<file path="config.mk">
export PLATFORM = sky130hd
export DESIGN_NAME = nbit_updown_counter
export DESIGN_NICKNAME = d
export VERILOG_FILES = /design/src/rtl/nbit_counter_pkg.sv /design/src/rtl/dff_arn.sv /design/src/rtl/nbit_updown_counter.sv
export SDC_FILE = /design/constraint.sdc
export NUM_CORES = 1
export LEC_CHECK = 0
export BUFFER_PORTS_ARGS = -buffer_cell sky130_fd_sc_hd__buf_2
export CAP_MARGIN = 10
export CORE_AREA = 2 2 39 41
export DETAILED_ROUTE_END_ITERATION = 7
export DIE_AREA = 0 0 41 43
export GPL_TIMING_DRIVEN = 0
export HOLD_SLACK_MARGIN = 0.06
export PLACE_DENSITY = 0.67
export REMOVE_ABC_BUFFERS = 1
export SYNTH_ARGS = -nofsm -noshare
export SYNTH_HDL_FRONTEND = slang
export SYNTH_HIERARCHICAL = 1
export SYNTH_SLANG_ARGS = --single-unit
export TNS_END_PERCENT = 20
</file>
<file path="constraint.sdc">
create_clock -name clk -period 1.75 [get_ports clk]
set_clock_uncertainty 0.15 [all_clocks]
set_input_delay 0.35 -clock clk [delete_from_list [all_inputs] [get_ports clk]]
set_output_delay 0.35 -clock clk [all_outputs]
set_load 0.005 [all_outputs]
</file>
<file path="src/rtl/nbit_counter_pkg.sv">
// Shared constants and types for the modulo-N up/down counter family.
// Holds the saturate-mode encoding and the per-edge operation classification.
package nbit_counter_pkg;

    localparam bit MODE_WRAP = 1'b0;
    localparam bit MODE_SAT  = 1'b1;

    // What the counter does on the coming edge, in priority order load > t > hold.
    typedef enum logic [1:0] {
        OP_HOLD,
        OP_LOAD,
        OP_STEP,
        OP_END
    } op_e;

endpackage : nbit_counter_pkg

</file>
<file path="src/rtl/dff_arn.sv">
// WIDTH-bit D flip-flop with asynchronous active-low reset to zero.
// Every state bit of the counter is held in one of these.
module dff_arn #(
    parameter int WIDTH = 1
) (
    input  logic             clk,
    input  logic             rst_n,
    input  logic [WIDTH-1:0] d,
    output logic [WIDTH-1:0] q
);

    // NOTE: sequential state uses non-blocking assignments so all flops update together.
    always_ff @(posedge clk or negedge rst_n) begin
        if (!rst_n) begin
            q <= '0;
        end else begin
            q <= d;
        end
    end

endmodule : dff_arn

</file>
<file path="src/rtl/nbit_updown_counter.sv">
// Modulo-MODULUS up/down counter with load, wrap/saturate end handling,
// a one-cycle wrap pulse and a sticky overflow flag cleared by load.
module nbit_updown_counter
    import nbit_counter_pkg::*;
#(
    parameter int WIDTH    = 4,
    parameter int MODULUS  = 2**WIDTH,
    parameter bit SATURATE = MODE_WRAP
) (
    input  logic             clk,
    input  logic             reset,
    input  logic             t,
    input  logic             up,
    input  logic             load,
    input  logic [WIDTH-1:0] d,
    output logic [WIDTH-1:0] q,
    output logic             tc,
    output logic             wrap,
    output logic             ovf
);

    localparam logic [WIDTH-1:0] Q_MAX = WIDTH'(MODULUS - 1);

    op_e              op;
    logic [WIDTH-1:0] q_next;
    logic             wrap_next;
    logic             ovf_next;

    // Terminal count looks at the live direction, so it reacts to up with no delay.
    assign tc = up ? (q == Q_MAX) : (q == '0);

    always_comb begin
        op = OP_HOLD;
        if (load) begin
            op = OP_LOAD;
        end else if (t) begin
            op = tc ? OP_END : OP_STEP;
        end
    end

    always_comb begin
        // NOTE: defaults first so every path assigns every output and no latch is inferred.
        q_next    = q;
        wrap_next = 1'b0;
        ovf_next  = ovf;
        unique case (op)
            OP_HOLD: ;
            OP_LOAD: begin
                q_next   = (d > Q_MAX) ? Q_MAX : d;
                ovf_next = 1'b0;
            end
            OP_STEP: begin
                q_next = up ? q + WIDTH'(1) : q - WIDTH'(1);
            end
            OP_END: begin
                wrap_next = 1'b1;
                ovf_next  = 1'b1;
                // In saturate mode the count simply stays at the range end.
                if (SATURATE != MODE_SAT) begin
                    q_next = up ? '0 : Q_MAX;
                end
            end
        endcase
    end

    dff_arn #(.WIDTH(WIDTH)) u_q_reg (
        .clk   (clk),
        .rst_n (reset),
        .d     (q_next),
        .q     (q)
    );

    dff_arn #(.WIDTH(1)) u_wrap_reg (
        .clk   (clk),
        .rst_n (reset),
        .d     (wrap_next),
        .q     (wrap)
    );

    dff_arn #(.WIDTH(1)) u_ovf_reg (
        .clk   (clk),
        .rst_n (reset),
        .d     (ovf_next),
        .q     (ovf)
    );

endmodule : nbit_updown_counter

</file>
== Yosys cells after proc, flatten, opt, wreduce, memory -nomap -nowiden ==
Cells that the tools add are included.

* Register bits after elaboration: 6
* Input port bits: 9
* Output and inout bits: 7
* Word-level logic and storage cells: 23

* $add $sub $neg: 2
* Magnitude comparators: 1
* Equal/unequal tests: 4
* Muxes and demuxes: 10
* Reduce and logical (&&, ||, !) cells: 3

{| class="wikitable"
|+ Operators with widths
! kind !! count
|-
| $mux 4 || 3
|-
| $pmux 4 s3 || 1
|-
| $add 4x1->4 const B || 1
|-
| $eq 2x2->1 const B || 2
|-
| $eq 4x4->1 const B || 1
|-
| $gt 4x4->1 const B || 1
|-
| $logic_not 4->1 || 1
|-
| $mux 2 || 2
|-
| $sub 4x1->4 const B || 1
|-
| $mux 1 || 3
|-
| $reduce_bool 3->1 || 1
|-
| $eq 2x1->1 const B || 1
|-
| $pmux 1 s2 || 1
|-
| $reduce_bool 2->1 || 1
|}

== Longest topological paths before layout ==
Gate-level depths: netlist of run 1.

* Depth after elaboration: 7
* Gate-level depth with buffers: 6
* Depth with buffers taken out: 6

== Modules after synthesis ==
The synthesis of run 1 kept the hierarchy.

{| class="wikitable"
|+ Modules (own cells, without submodules)
! module !! times used !! cells each !! area each (sq um) !! seq. area each (sq um)
|-
| nbit_updown_counter || 1 || 40 || 266.5 || 0.0
|-
| dff_arn at u_q_reg || 1 || 4 || 100.1 || 100.1
|-
| dff_arn at u_ovf_reg ... || 2 || 1 || 25.0 || 25.0
|}

== Worst setup path after synthesis of run 1 ==
OpenSTA, ideal clock, no wires.

* Path kind: reg-to-reg
* Start: register u_q_reg.q[0]
* End: register u_q_reg.q[1]
* Library setup time: 73 ps
* Data arrival time: 1481 ps
* Data required time: 1527 ps
* Path slack: 46 ps
* Cell stages (with the launch flop): 5
* Buffers on the path: 0
* Clock period less this slack: 1704 ps
* Cells stage by stage: dfrtp_1 or2_1 or4_4 a211o_1 a21oi_2

* Word-level cells in the longest chain between the ends: 7
* Elaborated cells between the ends (all ways): 14
* Classes of those cells: add/sub (2); eq/ne (4); mux (6); reduce/logical (2)

{| class="wikitable"
|+ Ends and longest elaborated chain
! element !! RTL line !! text
|-
| start: declaration || dff_arn.sv:9 || <nowiki>output logic [WIDTH-1:0] q</nowiki>
|-
| start signal: assignment || dff_arn.sv:15 || <nowiki>q <= '0;</nowiki>
|-
| start signal: assignment || dff_arn.sv:17 || <nowiki>q <= d;</nowiki>
|-
| $eq 4x4->1 / $logic_not 4->1 (equally long branches) || nbit_updown_counter.sv:30 || <nowiki>assign tc = up ? (q == Q_MAX) : (q == '0);</nowiki>
|-
| $mux 1 || nbit_updown_counter.sv:30 ||
|-
| $mux 1 || nbit_updown_counter.sv:37 || <nowiki>op = tc ? OP_END : OP_STEP;</nowiki>
|-
| $mux 2 || nbit_updown_counter.sv:36 || <nowiki>end else if (t) begin</nowiki>
|-
| $mux 2 || nbit_updown_counter.sv:34 || <nowiki>if (load) begin</nowiki>
|-
| $eq 2x2->1 / $eq 2x1->1 (equally long branches) || nbit_updown_counter.sv:46 || <nowiki>unique case (op)</nowiki>
|-
| $pmux 4 s3 (*) || nbit_updown_counter.sv:46 ||
|-
| net q_next[1] || nbit_updown_counter.sv:25 || <nowiki>logic [WIDTH-1:0] q_next;</nowiki>
|}

Mark *: on every way through the listed nets, which the timed path passes. The rest lies on a longest branch.
A chain may end at the register's enable or synchronous reset.

== Worst setup path in the final report of run 1 ==
* Start: register u_q_reg.q[0]
* End: output tc

* Word-level cells in the longest chain between the ends: 2
* Elaborated cells between the ends (all ways): 3
* Classes of those cells: eq/ne (1); mux (1); reduce/logical (1)

{| class="wikitable"
|+ Ends and longest elaborated chain
! element !! RTL line !! text
|-
| $eq 4x4->1 / $logic_not 4->1 (equally long branches) || nbit_updown_counter.sv:30 ||
|-
| $mux 1 (*) || nbit_updown_counter.sv:30 ||
|-
| end: declaration || nbit_updown_counter.sv:17 || <nowiki>output logic tc,</nowiki>
|}

Mark *: on every way between the ends. The rest lies on a longest branch, timed or not.

==> results of run 1 <==
-- worst paths after layout --
| kind | endpoint | slack (ns) | start | cells past startpoint |
|---|---|---|---|---|
| max reg2reg | u_q_reg/q[1]$_DFF_PN0_ | -0.11 | u_q_reg/q[0]$_DFF_PN0_ | 5 |
| min reg2reg | u_ovf_reg/q$_DFF_PN0_ | 0.43 | u_ovf_reg/q$_DFF_PN0_ | 2 |
| min | u_q_reg/q[0]$_DFF_PN0_ | 0.17 | d[0] | 3 |
| max | tc | -0.14 | u_q_reg/q[0]$_DFF_PN0_ | 5 |
| max in group asynchronous | u_q_reg/q[0]$_DFF_PN0_ | 0.97 | reset | 2 |
| min in group asynchronous | u_q_reg/q[3]$_DFF_PN0_ | 0.32 | reset | 2 |
-- sequential cells by signal, summed over array words and instances (netlist names) --
signal        count
u_q_reg/q         4
u_ovf_reg/q       1
u_wrap_reg/q      1
-- logic make-up (layout without fill, tap and decap cells) --
family | after synthesis | count (layout)
xor+xnor | 4 | 4
flops | 6 | 6
compound gates | 13 | 13
fa+ha+maj | 3 | 3
simple gates | 13 | 13
buf+inv | 7 | 40
-- area by class of cell --
type                       instances  area (µm²)
multi-input combinational         33         303
clock buffer                       3        22.5
tap                               16        20.0
timing repair buffer              31         230
inverter                           6        22.5
sequential                         6         151
fill                             129         634
-- worst min-delay path, cell delays in order --
cell     delay (ns)
buf_2          0.07
nand2_1        0.04
o21ai_0        0.06
-- stage by stage --
stage | worst slack [ns] | power (mW) | cells | hold slack [ns] | utilization [%]
floorplan | 0.0464 | 0.261 | 45 | -0.0956 | -
global placement | -0.0521 | 0.308 | 76 | 0.0287 | 36.7
detailed placement | -0.0859 | 0.310 | 76 | 0.0335 | 36.7
CTS | -0.152 | 0.496 | 96 | 0.159 | 50.2
global route | -0.196 | 0.570 | 95 | 0.160 | 54.2
finish | -0.138 | 0.531 | 95 | 0.167 | 54.2
-- metal layers --
metal	up-vias	GRT usage, %
met5	-	0
met4	0	10.0
met3	6	7.85
met2	13	30.3
met1	222	19.9
li1	227	-
-- where the power goes --
group / internal, mW / total [mW] / leakage, nW / switching [mW]
clock network: 0.0775 / 0.126 / 0.0138 / 0.0489
registers: 0.154 / 0.177 / 0.0734 / 0.0231
logic: 0.125 / 0.227 / 0.281 / 0.102
-- layout by cell type, fill, tap and decap left out, drive strengths merged, types with 2 or more instances in the layout --
master	n
a21oi	4
ha	2
nand2	2
clkbuf	3
nor2	4
dfrtp	6
inv	6
xnor2	3
a21o	3
o21ai	2
buf	30
nor2b	2
-- repair_timing --
action                                  in CTS  in global routing
gates resized for setup                      9                 14
pin swaps                                    6                  6
hold buffers                                 1                  0
endpoints found under the setup margin       3                  6
hold endpoints to repair                     6                  0
buffers inserted                            16                  0
==> summary.md, run 1 <==
| Metric | Value |
|---|---|
| CP delay by family, top | `simple AND/OR/NAND/NOR gates` |
| Number of pins with negative max-slew slack in the final report | `0` |
| First drt pass iteration count | `2` |
| Portion of the clock cycle consumed by the worst path in the final layout | `108%` |
| Worst VDD drop | `0.000456 V` |
| Routability-driven placement congestion ratio | `0.825` |
| Die span in x | `41 µm` |
| Share of the synthesized area in the top cell type | `36.0%` |
| Setup crit start kind | `flop` |
| Number of core rows | `14` |
| Count of warnings emitted by yosys | `6` |
| Final total negative setup slack | `-0.354 ns` |
| Average size of a mapped cell | `9.06 µm²` |
| Remaining DRCs | `0` |
| Clock insertion delay at the later pin of the skew report | `0.24 ns` |
| Remaining Overflow, GRT | `0` |
| Routed wire length on met2 | `769 µm` |
| Number of nets in the layout | `93` |
| Worst Tran Pin Value | `0.288 ns` |
| # setup viols final | `5` |
| WL met1 | `494 µm` |
| Clock buffers created by TritonCTS | `3` |
| Effective utilization at floorplan | `30.1%` |
| Layout cells sized above 1 | `59.5%` |
| RSZ-0062 raised after global routing | `true` |
| Clock tree from TritonCTS | `done` |
| First-pass GRT wire length | `2190 µm` |
| Slowest stage cell, crit path | `dfrtp_2` |
| Overall die area | `1760 µm²` |
| Post-Place Cell Area | `508 µm²` |
| Number of antenna violations at the first check in global routing | `0` |
| Run status | `finished, violations left` |
| Number of flops mapped to enable cells by yosys | `0` |
| Leakage power of the design | `0.369 nW` |
| Maximum number of pins on one net before global-route repair | `11` |
| Final Cell Area | `749 µm²` |
| Main combinational cell family by area after synthesis | `compound AO/OA/AOI/OAI gates` |
| Buffer depth of the longest clock path | `2` |
| Async S/R FF share, synth | `100%` |
| Vias per cell | `4.93` |
| Hold crit path type | `in2reg` |
| Vias in the first global route | `502` |
| Arrival time of data at the critical path endpoint | `1.39 ns` |
| Buffer and inverter count on the worst path | `2` |
| Sequential-to-total area share from yosys stat | `36.0%` |
| WP data required | `1.25 ns` |
| Total global-route track usage | `19.0%` |
| Number of buffers added on ports | `15` |
| Remaining antenna violation count | `0` |
| Minimum setup slack in the final design | `-0.138 ns` |
| Max Used Layer | `met4` |
| Root Driver | `clkbuf_4` |
| Number of placed I/O pins | `16` |
| Multiplexer share of the synthesized area | `0%` |
| Cell variety after synth | `24` |
| Estimated wirelength of the detail-placed design | `698 µm` |
| Category of the worst setup path capture point | `primary output` |
| Fmax | `530 MHz` |
| Drt wl/cell | `14.1 µm` |
| Xor and xnor fraction of the mapped netlist area | `8.41%` |
| Met3 WL post-DR | `49 µm` |
| Clock sink count | `6` |
| Antenna Diode Count | `0` |
| Adder-cell area share of the yosys netlist | `10.8%` |
| Critical path type | `reg2out` |
| Starting DRT DRC Count | `7` |
| Cell types with the highest counts after synthesis | `dfrtp_1, inv_1, nor2_1` |
| Prevailing post-synth register cell | `dfrtp_1` |
| FF+latch count, synth | `6` |
| Yosys top cell by area | `dfrtp_1` |
| Failing checks | `negative setup slack` |
| Total via count in the routed design | `468` |
| Largest driver fanout on the critical path | `4` |
| Largest stage delay on the critical path | `0.42 ns` |
| Floorplan core area | `1380 µm²` |
| Final-report hold violation count | `0` |
| Fin crit period | `1.89 ns` |
| Synthesis-to-finish area growth | `79.9%` |
| Worst slew margin | `80.8%` |
| Areal power density over the cells | `708 nW/µm²` |
| Height of the chip | `43 µm` |
| Worst path cell trace | `or2_4 > nor4_4 > nor2_2 > inv_2 > buf_6` |
| Post-synth design cell area | `417 µm²` |
| Max-cap violations | `0` |
| Post-CTS clock slew at the launch and capture registers of the worst setup and hold paths | `0.04 ns` |
| Area fraction in compound gates after synthesis | `21.6%` |
| Top cells by area in the synthesized netlist | `dfrtp_1, xnor2_1, ha_1` |
| H-tree levels | `1` |
| Routed WL | `1340 µm` |
| Simple-gate share of the synthesized area | `16.8%` |
| Synthesized instance count | `46` |
(Power assumes the default switching activity.)
==> inputs of run 2 (changes only) <==
- CTS_CLUSTER_DIAMETER: not set -> 50
- PLACE_DENSITY: 0.67 -> 0.68
- SYNTH_HIERARCHICAL: 1 -> not set
==> run 2 against run 1 <==
  * Design area fell by 17%
  * Via count is 12% lower
  * Sequential power grew 3%
  * Synthesized area up 0.90%
  * Wire length is 16% lower
  * Clock power is essentially flat
  * Largest power group is now sequential cells
  * Global-route usage fell by 4.0 points
  * Utilization is 9.2 points lower
  * Total power down 11%
  * Cell count is 9.5% lower
  * Fmax rose by 4.1%
  * The flow still finishes with violations (negative setup slack)
  * Register-to-register slack improved by 0.09 ns
==> summary.md, run 2 <==
| Metric | Value |
|---|---|
| Run status | `finished, violations left` |
| Failing checks | `negative setup slack` |
| Fin cells | `86 (-9.5%)` |
| Starting DRT DRC Count | `1 (-6)` |
| Number of buffers added on ports | `15 (unchanged)` |
| Worst Tran Pin Value | `0.245 ns (-0.0425 ns)` |
| Hold crit path type | `in2reg` |
| Post-CTS clock slew at the launch and capture registers of the worst setup and hold paths | `0.05 ns (about the same)` |
| Cell variety after synth | `23 (-4.2%)` |
| Number of nets in the layout | `84 (-9.7%)` |
| Xor and xnor fraction of the mapped netlist area | `8.33% (-0.075 points)` |
| Leakage power of the design | `0.311 nW (-16%)` |
| Share of the synthesized area in the top cell type | `35.7% (-0.32 points)` |
| WP data required | `1.25 ns (about the same)` |
| FF+latch count, synth | `6 (unchanged)` |
| Antenna Diode Count | `0 (unchanged)` |
| H-tree levels | `1 (unchanged)` |
| Estimated wirelength of the detail-placed design | `754 µm (+8.1%)` |
| Root Driver | `clkbuf_4` |
| Total via count in the routed design | `412 (-12%)` |
| Capture point of the worst reg-to-reg path | `u_q_reg.q[3]$_DFFE_PN0P_` |
| Count of warnings emitted by yosys | `0 (-6)` |
| Number of placed I/O pins | `16 (unchanged)` |
| Multiplexer share of the synthesized area | `0% (unchanged)` |
| Vias per cell | `4.79 (-2.8%)` |
| Synthesis-to-finish area growth | `47.9%` |
| Category of the worst setup path capture point | `primary output` |
| Prevailing post-synth register cell | `dfrtp_1` |
| Total global-route track usage | `14.9% (-4.0 points)` |
| Clock buffers created by TritonCTS | `3 (unchanged)` |
| Remaining Overflow, GRT | `0 (unchanged)` |
| First drt pass iteration count | `3 (+1)` |
| Number of pins with negative max-slew slack in the final report | `0 (unchanged)` |
| Cell types with the highest counts after synthesis | `nor2_1, dfrtp_1, inv_1` |
| Area fraction in compound gates after synthesis | `19.6% (-2.0 points)` |
| Most frequently used cell type in the post-synthesis netlist | `nor2_1` |
| Post-synth design cell area | `420 µm² (+0.90%)` |
| RSZ-0062 raised after global routing | `true` |
| Sequential-to-total area share from yosys stat | `35.7% (-0.32 points)` |
| Remaining antenna violation count | `0 (unchanged)` |
| Critical path type | `reg2out` |
| Simple-gate share of the synthesized area | `19.3% (+2.5 points)` |
| Overall die area | `1760 µm² (unchanged)` |
| Number of antenna violations at the first check in global routing | `0 (unchanged)` |
| Fin crit period | `1.81 ns (-0.0739 ns)` |
| Drt wl/cell | `13.2 µm (-6.8%)` |
| Portion of the clock cycle consumed by the worst path in the final layout | `104% (-4.2 points)` |
| Max-cap violations | `0 (unchanged)` |
| Number of instances in the placed design | `75 (-1.3%)` |
| Most frequent cells in the layout | `buf_2, buf_4, nor2_1, inv_1` |
| Minimum setup slack in the final design | `-0.0637 ns (+0.0739 ns)` |
| Post-place setup slack | `-0.101 ns (-0.0152 ns)` |
| Buffer depth of the longest clock path | `2 (unchanged)` |
| Largest registers in the final layout | `u_q_reg.q x4, u_ovf_reg.q x1, u_wrap_reg.q x1` |
| Fmax | `551 MHz (+4.1%)` |
| Clock sink count | `6 (unchanged)` |
| # setup viols final | `2 (-3)` |
| Routed WL | `1130 µm (-16%)` |
| Clock tree from TritonCTS | `done` |
| Worst slew margin | `83.5% (+2.7 points)` |
| Effective utilization at floorplan | `30.4% (+0.27 points)` |
| Remaining DRCs | `0 (unchanged)` |
| Largest driver fanout on the critical path | `2 (-2)` |
| Setup crit start kind | `flop` |
| Number of core rows | `14 (unchanged)` |
| Yosys top cell by area | `dfrtp_1` |
| Adder-cell area share of the yosys netlist | `10.7% (-0.097 points)` |
| Final-report hold violation count | `0 (unchanged)` |
| FF-to-FF Start | `u_q_reg.q[1]$_DFFE_PN0P_` |
| Floorplan core area | `1380 µm² (unchanged)` |
| Hold Path Stages | `3 (unchanged)` |
| Routability-driven placement congestion ratio | `0.707 (-14%)` |
| Maximum number of pins on one net before global-route repair | `11 (unchanged)` |
| Height of the chip | `43 µm (unchanged)` |
| Vias in the first global route | `437 (-13%)` |
| Capture point of the critical path | `tc` |
| Start point of the critical path | `u_q_reg.q[1]$_DFFE_PN0P_` |
| Worst VDD drop | `0.000299 V (-34%)` |
| Worst reg-to-reg setup slack | `-0.02 ns (+0.09 ns)` |
| Async S/R FF share, synth | `100% (unchanged)` |
| Die span in x | `41 µm (unchanged)` |
| First-pass GRT wire length | `1780 µm (-19%)` |
| Synthesized instance count | `46 (unchanged)` |
| Number of flip-flops in the largest register | `4 (unchanged)` |
| Arrival time of data at the critical path endpoint | `1.31 ns (-0.08 ns)` |
| Clock insertion delay at the later pin of the skew report | `0.24 ns (about the same)` |
| Top cells by area in the synthesized netlist | `dfrtp_1, nor2_1, ha_1` |
| Layout cells sized above 1 | `50.0% (-9.5 points)` |
| Most common cell after layout, fill and taps aside | `buf_2` |
| Areal power density over the cells | `761 nW/µm² (+7.4%)` |
| Number of flops mapped to enable cells by yosys | `0 (unchanged)` |
| Average size of a mapped cell | `9.14 µm² (+0.90%)` |
| Worst Reg2Reg Path Length in Cells | `9 (+4)` |
| Main combinational cell family by area after synthesis | `compound AO/OA/AOI/OAI gates` |
| Register with the highest flop count | `u_q_reg.q` |
[run 2: cell types whose count changed after synthesis, sizes merged, moves of 2 or more]
cell / previous run / this run
a21oi: 4 / 1
nor2: 4 / 7
a21o: 3 / 1
a22o: 0 / 2
o211ai: 0 / 2
[run 2: where the power goes]
group          switching (mW)  total (mW)  leakage, nW  internal [mW]
Combinational          0.0759       0.164        0.225         0.0878
Sequential             0.0263       0.182       0.0719          0.156
Clock                  0.0496       0.127       0.0138         0.0776
[run 2: kinds of logic after synthesis]
group           after synthesis
simple gates                 16
compound gates               10
buf+inv                       7
flops                         6
xor+xnor                      4
fa+ha+maj                     3
[run 2: cell type report]
class | instances | area, µm²
Fill cell | 143 | 762
Inverter | 5 | 18.8
Timing Repair Buffer | 23 | 138
Sequential cell | 6 | 154
Multi-Input combinational cell | 33 | 269
Tap cell | 16 | 20.0
Clock buffer | 3 | 22.5
[run 2: per-stage QoR]
| step | utilization, % | TNS, ns | total power, mW | hold WS [ns] | cell area (µm²) |
|---|---|---|---|---|---|
| detailed placement | 36.7 | -0.156 | 0.315 | 0.0322 | 508 |
| finish | 44.9 | -0.0842 | 0.473 | 0.173 | 622 |
| global placement | 36.7 | -0.0688 | 0.309 | 0.0267 | 508 |
| floorplan | - | 0 | 0.261 | -0.0956 | 413 |
| global route | 44.9 | -0.285 | 0.508 | 0.180 | 622 |
| CTS | 43.3 | -0.193 | 0.465 | 0.166 | 599 |
[run 2: layer usage]
metal / vias up / wire, µm / global-route usage (%)
li1: 206 / - / -
met4: 0 / 0 / 6.00
met5: - / 0 / 0
met1: 200 / 435 / 16.0
met2: 6 / 667 / 27.2
met3: 0 / 29 / 1.57
[run 2: how the worst min path moves through the flow]
stage / to / startpoint / slack (ns)
2_1_floorplan: u_ovf_reg.q$_DFFE_PN0P_ / reset / -0.1
3_3_place_gp: u_ovf_reg.q$_DFFE_PN0P_ / reset / 0.03
3_5_place_dp: u_wrap_reg.q$_DFF_PN0_ / reset / 0.03
4_1_cts: u_q_reg.q[0]$_DFFE_PN0P_ / d[0] / 0.17
5_1_grt: u_q_reg.q[0]$_DFFE_PN0P_ / d[0] / 0.18
6_report: u_q_reg.q[0]$_DFFE_PN0P_ / d[0] / 0.17
[run 2: worst max-delay path, cell delays in order (launching register included)]
cell     delay (ns)
dfrtp_1        0.38
or2_4          0.25
nor4_4         0.18
nor2_1         0.09
inv_1          0.07
buf_2          0.11
[run 2: timing repair]
action	CTS	global route
endpoints found under the hold margin	6	0
gates resized for setup	2	7
setup buffers	7	0
pin swaps	2	1
hold buffers	1	0
endpoints found under the setup margin	1	3
==> inputs of run 3 (changes only) <==
- PLACE_DENSITY: 0.68 -> 0.66
==> run 3 against run 2 <==
  * The run still ends with negative setup slack left
  * Utilization increased by 1.2 points
  * Via count rose by 4.4%
  * Clock power about the same
  * Sequential power hardly changed
  * Register-to-register slack improved by 0.04 ns
  * Combinational power grew 12%
  * Critical path depth unchanged
  * Cell count stayed put
  * Die area unchanged
  * Highest routed layer is now met4
==> summary.md, run 3 (synthesis gave the netlist of run 2 again) <==
| Metric | Value |
|---|---|
| Run status | `finished, violations left` |
| Failing checks | `negative setup slack` |
| Remaining antenna violation count | `0 (unchanged)` |
| Final total negative setup slack | `-0.0910 ns (-0.00673 ns)` |
| Setup crit start kind | `flop` |
| Most frequent cells in the layout | `buf_2, nor2_1, inv_1, buf_4, dfrtp_1` |
| Floorplan core area | `1380 µm² (unchanged)` |
| Clock buffers created by TritonCTS | `3 (unchanged)` |
| Antenna Diode Count | `0 (unchanged)` |
| Register with the highest flop count | `u_q_reg.q` |
| Buffer depth of the longest clock path | `2 (unchanged)` |
| Number of pins with negative max-slew slack in the final report | `0 (unchanged)` |
| Starting DRT DRC Count | `11 (+10)` |
| Worst VDD drop | `0.000311 V (+4.2%)` |
| Largest stage delay on the critical path | `0.40 ns (+0.02 ns)` |
| Worst Tran Pin Value | `0.245 ns (-0.000347 ns)` |
| RSZ-0062 raised after global routing | `true` |
| Routed WL | `1030 µm (-9.2%)` |
| Number of buffers added on ports | `15 (unchanged)` |
| Slowest stage cell, crit path | `dfrtp_1` |
| Number of core rows | `14 (unchanged)` |
| Drt wl/cell | `12.0 µm (-9.2%)` |
| Utilization after layout | `46.1% (+1.2 points)` |
| Area occupied by multi-input gates | `280 µm² (+4.2%)` |
| Arrival time of data at the critical path endpoint | `1.34 ns (+0.03 ns)` |
| First-pass GRT wire length | `1600 µm (-10%)` |
| Effective utilization at floorplan | `30.4% (unchanged)` |
| H-tree levels | `1 (unchanged)` |
| Overall die area | `1760 µm² (unchanged)` |
| Largest registers in the final layout | `u_q_reg.q x4, u_ovf_reg.q x1, u_wrap_reg.q x1` |
| Die span in x | `41 µm (unchanged)` |
| Synthesis-to-finish area growth | `51.8%` |
| CP delay by family, top | `simple AND/OR/NAND/NOR gates` |
| Clock tree from TritonCTS | `done` |
| Estimated wirelength of the detail-placed design | `683 µm (-9.5%)` |
| Largest driver fanout on the critical path | `2 (unchanged)` |
| WP data required | `1.25 ns (about the same)` |
| Total via count in the routed design | `430 (+4.4%)` |
| Worst path cell trace | `or2_4 > nor4_4 > nor2_1 > inv_1 > buf_2` |
| Number of flip-flops in the largest register | `4 (unchanged)` |
| Clock sink count | `6 (unchanged)` |
| Number of placed I/O pins | `16 (unchanged)` |
| Final-layout fill cell count | `132 (-7.7%)` |
| Portion of the clock cycle consumed by the worst path in the final layout | `105% (+1.6 points)` |
| Root Driver | `clkbuf_4` |
| Fmax | `543 MHz (-1.5%)` |
| Areal power density over the cells | `767 nW/µm² (+0.86%)` |
| Number of antenna violations at the first check in global routing | `0 (unchanged)` |
| Vias in the first global route | `388 (-11%)` |
| WHS | `0.182 ns (+0.00902 ns)` |
| Remaining DRCs | `0 (unchanged)` |
| Clock insertion delay at the later pin of the skew report | `0.24 ns (about the same)` |
| Final-report hold violation count | `0 (unchanged)` |
| Maximum number of pins on one net before global-route repair | `11 (unchanged)` |
| Category of the worst setup path capture point | `primary output` |
| Layout cells sized above 1 | `48.6% (-1.4 points)` |
| Leakage power of the design | `0.312 nW (+0.34%)` |
| # setup viols final | `1 (-1)` |
| Buffer and inverter count on the worst path | `2 (unchanged)` |
| Number of nets in the layout | `84 (unchanged)` |
| Hold crit path type | `in2reg` |
| Fin crit period | `1.84 ns (+0.0273 ns)` |
| Worst slew margin | `83.6% (about the same)` |
| Routability-driven placement congestion ratio | `0.704 (-0.42%)` |
| Sequential standard cell area | `151 µm² (-1.6%)` |
| Remaining Overflow, GRT | `0 (unchanged)` |
| Max-cap violations | `0 (unchanged)` |
| Minimum setup slack in the final design | `-0.0910 ns (-0.0273 ns)` |
| Critical path type | `reg2out` |
| Most common cell after layout, fill and taps aside | `buf_2` |
| Post-CTS clock slew at the launch and capture registers of the worst setup and hold paths | `0.04 ns (about the same)` |
| Vias per cell | `5.00 (+4.4%)` |
| First drt pass iteration count | `4 (+1)` |
| Height of the chip | `43 µm (unchanged)` |
| Total global-route track usage | `13.1% (-1.8 points)` |
[run 3: changes by cell type in the layout (fill, tap and decap cells not counted), moves of 2 or more]
| cell | previous run | this run |
|---|---|---|
| buf_4 | 7 | 5 |
| buf_6 | 0 | 2 |
| dfrtp_1 | 3 | 5 |
| dfrtp_2 | 3 | 1 |
[run 3: path summary, 6_finish.rpt]
check                                                 to                      from  cells after the start  slack (ns)
min in group asynchronous         u_wrap_reg.q$_DFF_PN0_                     reset                      2        0.30
worst max-delay path                                  tc  u_q_reg.q[1]$_DFFE_PN0P_                      5       -0.09
worst max register to register  u_q_reg.q[3]$_DFFE_PN0P_  u_q_reg.q[1]$_DFFE_PN0P_                      7        0.02
worst min register to register   u_ovf_reg.q$_DFFE_PN0P_   u_ovf_reg.q$_DFFE_PN0P_                      2        0.42
worst min-delay path            u_q_reg.q[0]$_DFFE_PN0P_                      d[0]                      3        0.18
max in group asynchronous       u_q_reg.q[0]$_DFFE_PN0P_                     reset                      2        0.99
[run 3: repair_timing]
item | in CTS | in global routing
resized for setup | 3 | 7
pin swaps | 2 | 6
hold buffers | 1 | 0
endpoints found under the setup margin | 1 | 3
setup buffers | 6 | 1
hold endpoints to repair | 6 | 0
[run 3: area by class of cell]
type	count	share of cell area (%)
clock buffers	3	3.53
inverters	5	2.94
multi-input cells	33	43.9
flip-flops and latches	6	23.7
well taps	16	3.14
repair buffers	23	22.7
[run 3: worst register-to-register path, delay by kind of cell (launching register included)]
| kind | cells | cell delay (ns) |
|---|---|---|
| compound gates | 3 | 0.57 |
| xor+xnor | 1 | 0.08 |
| fa+ha+maj | 1 | 0.20 |
| buf+inv | 2 | 0.25 |
| flops | 1 | 0.40 |
[run 3: routing by layer]
metal / up-vias / global-route usage, % / routed length (µm)
met2: 15 / 20.3 / 531
met5: - / 0 / 0
li1: 205 / - / -
met4: 0 / 4.00 / 10
met1: 208 / 17.3 / 447
met3: 2 / 3.14 / 38
[run 3: per-stage QoR]
stage                     power, mW  worst slack (ns)  std cells  instance area [µm²]
after floorplan               0.261             0.164         44                  413
after global placement        0.309           -0.0608         75                  508
after detailed placement      0.312           -0.0961         75                  508
after CTS                     0.470            -0.137         85                  596
after global routing          0.519            -0.144         86                  638
final                         0.489           -0.0910         86                  638
[run 3: report_power, final]
part	internal, mW	leakage (nW)	total (mW)	switching [mW]
sequential	0.154	0.0739	0.181	0.0265
combinational	0.102	0.224	0.183	0.0811
clock	0.0774	0.0138	0.126	0.0483
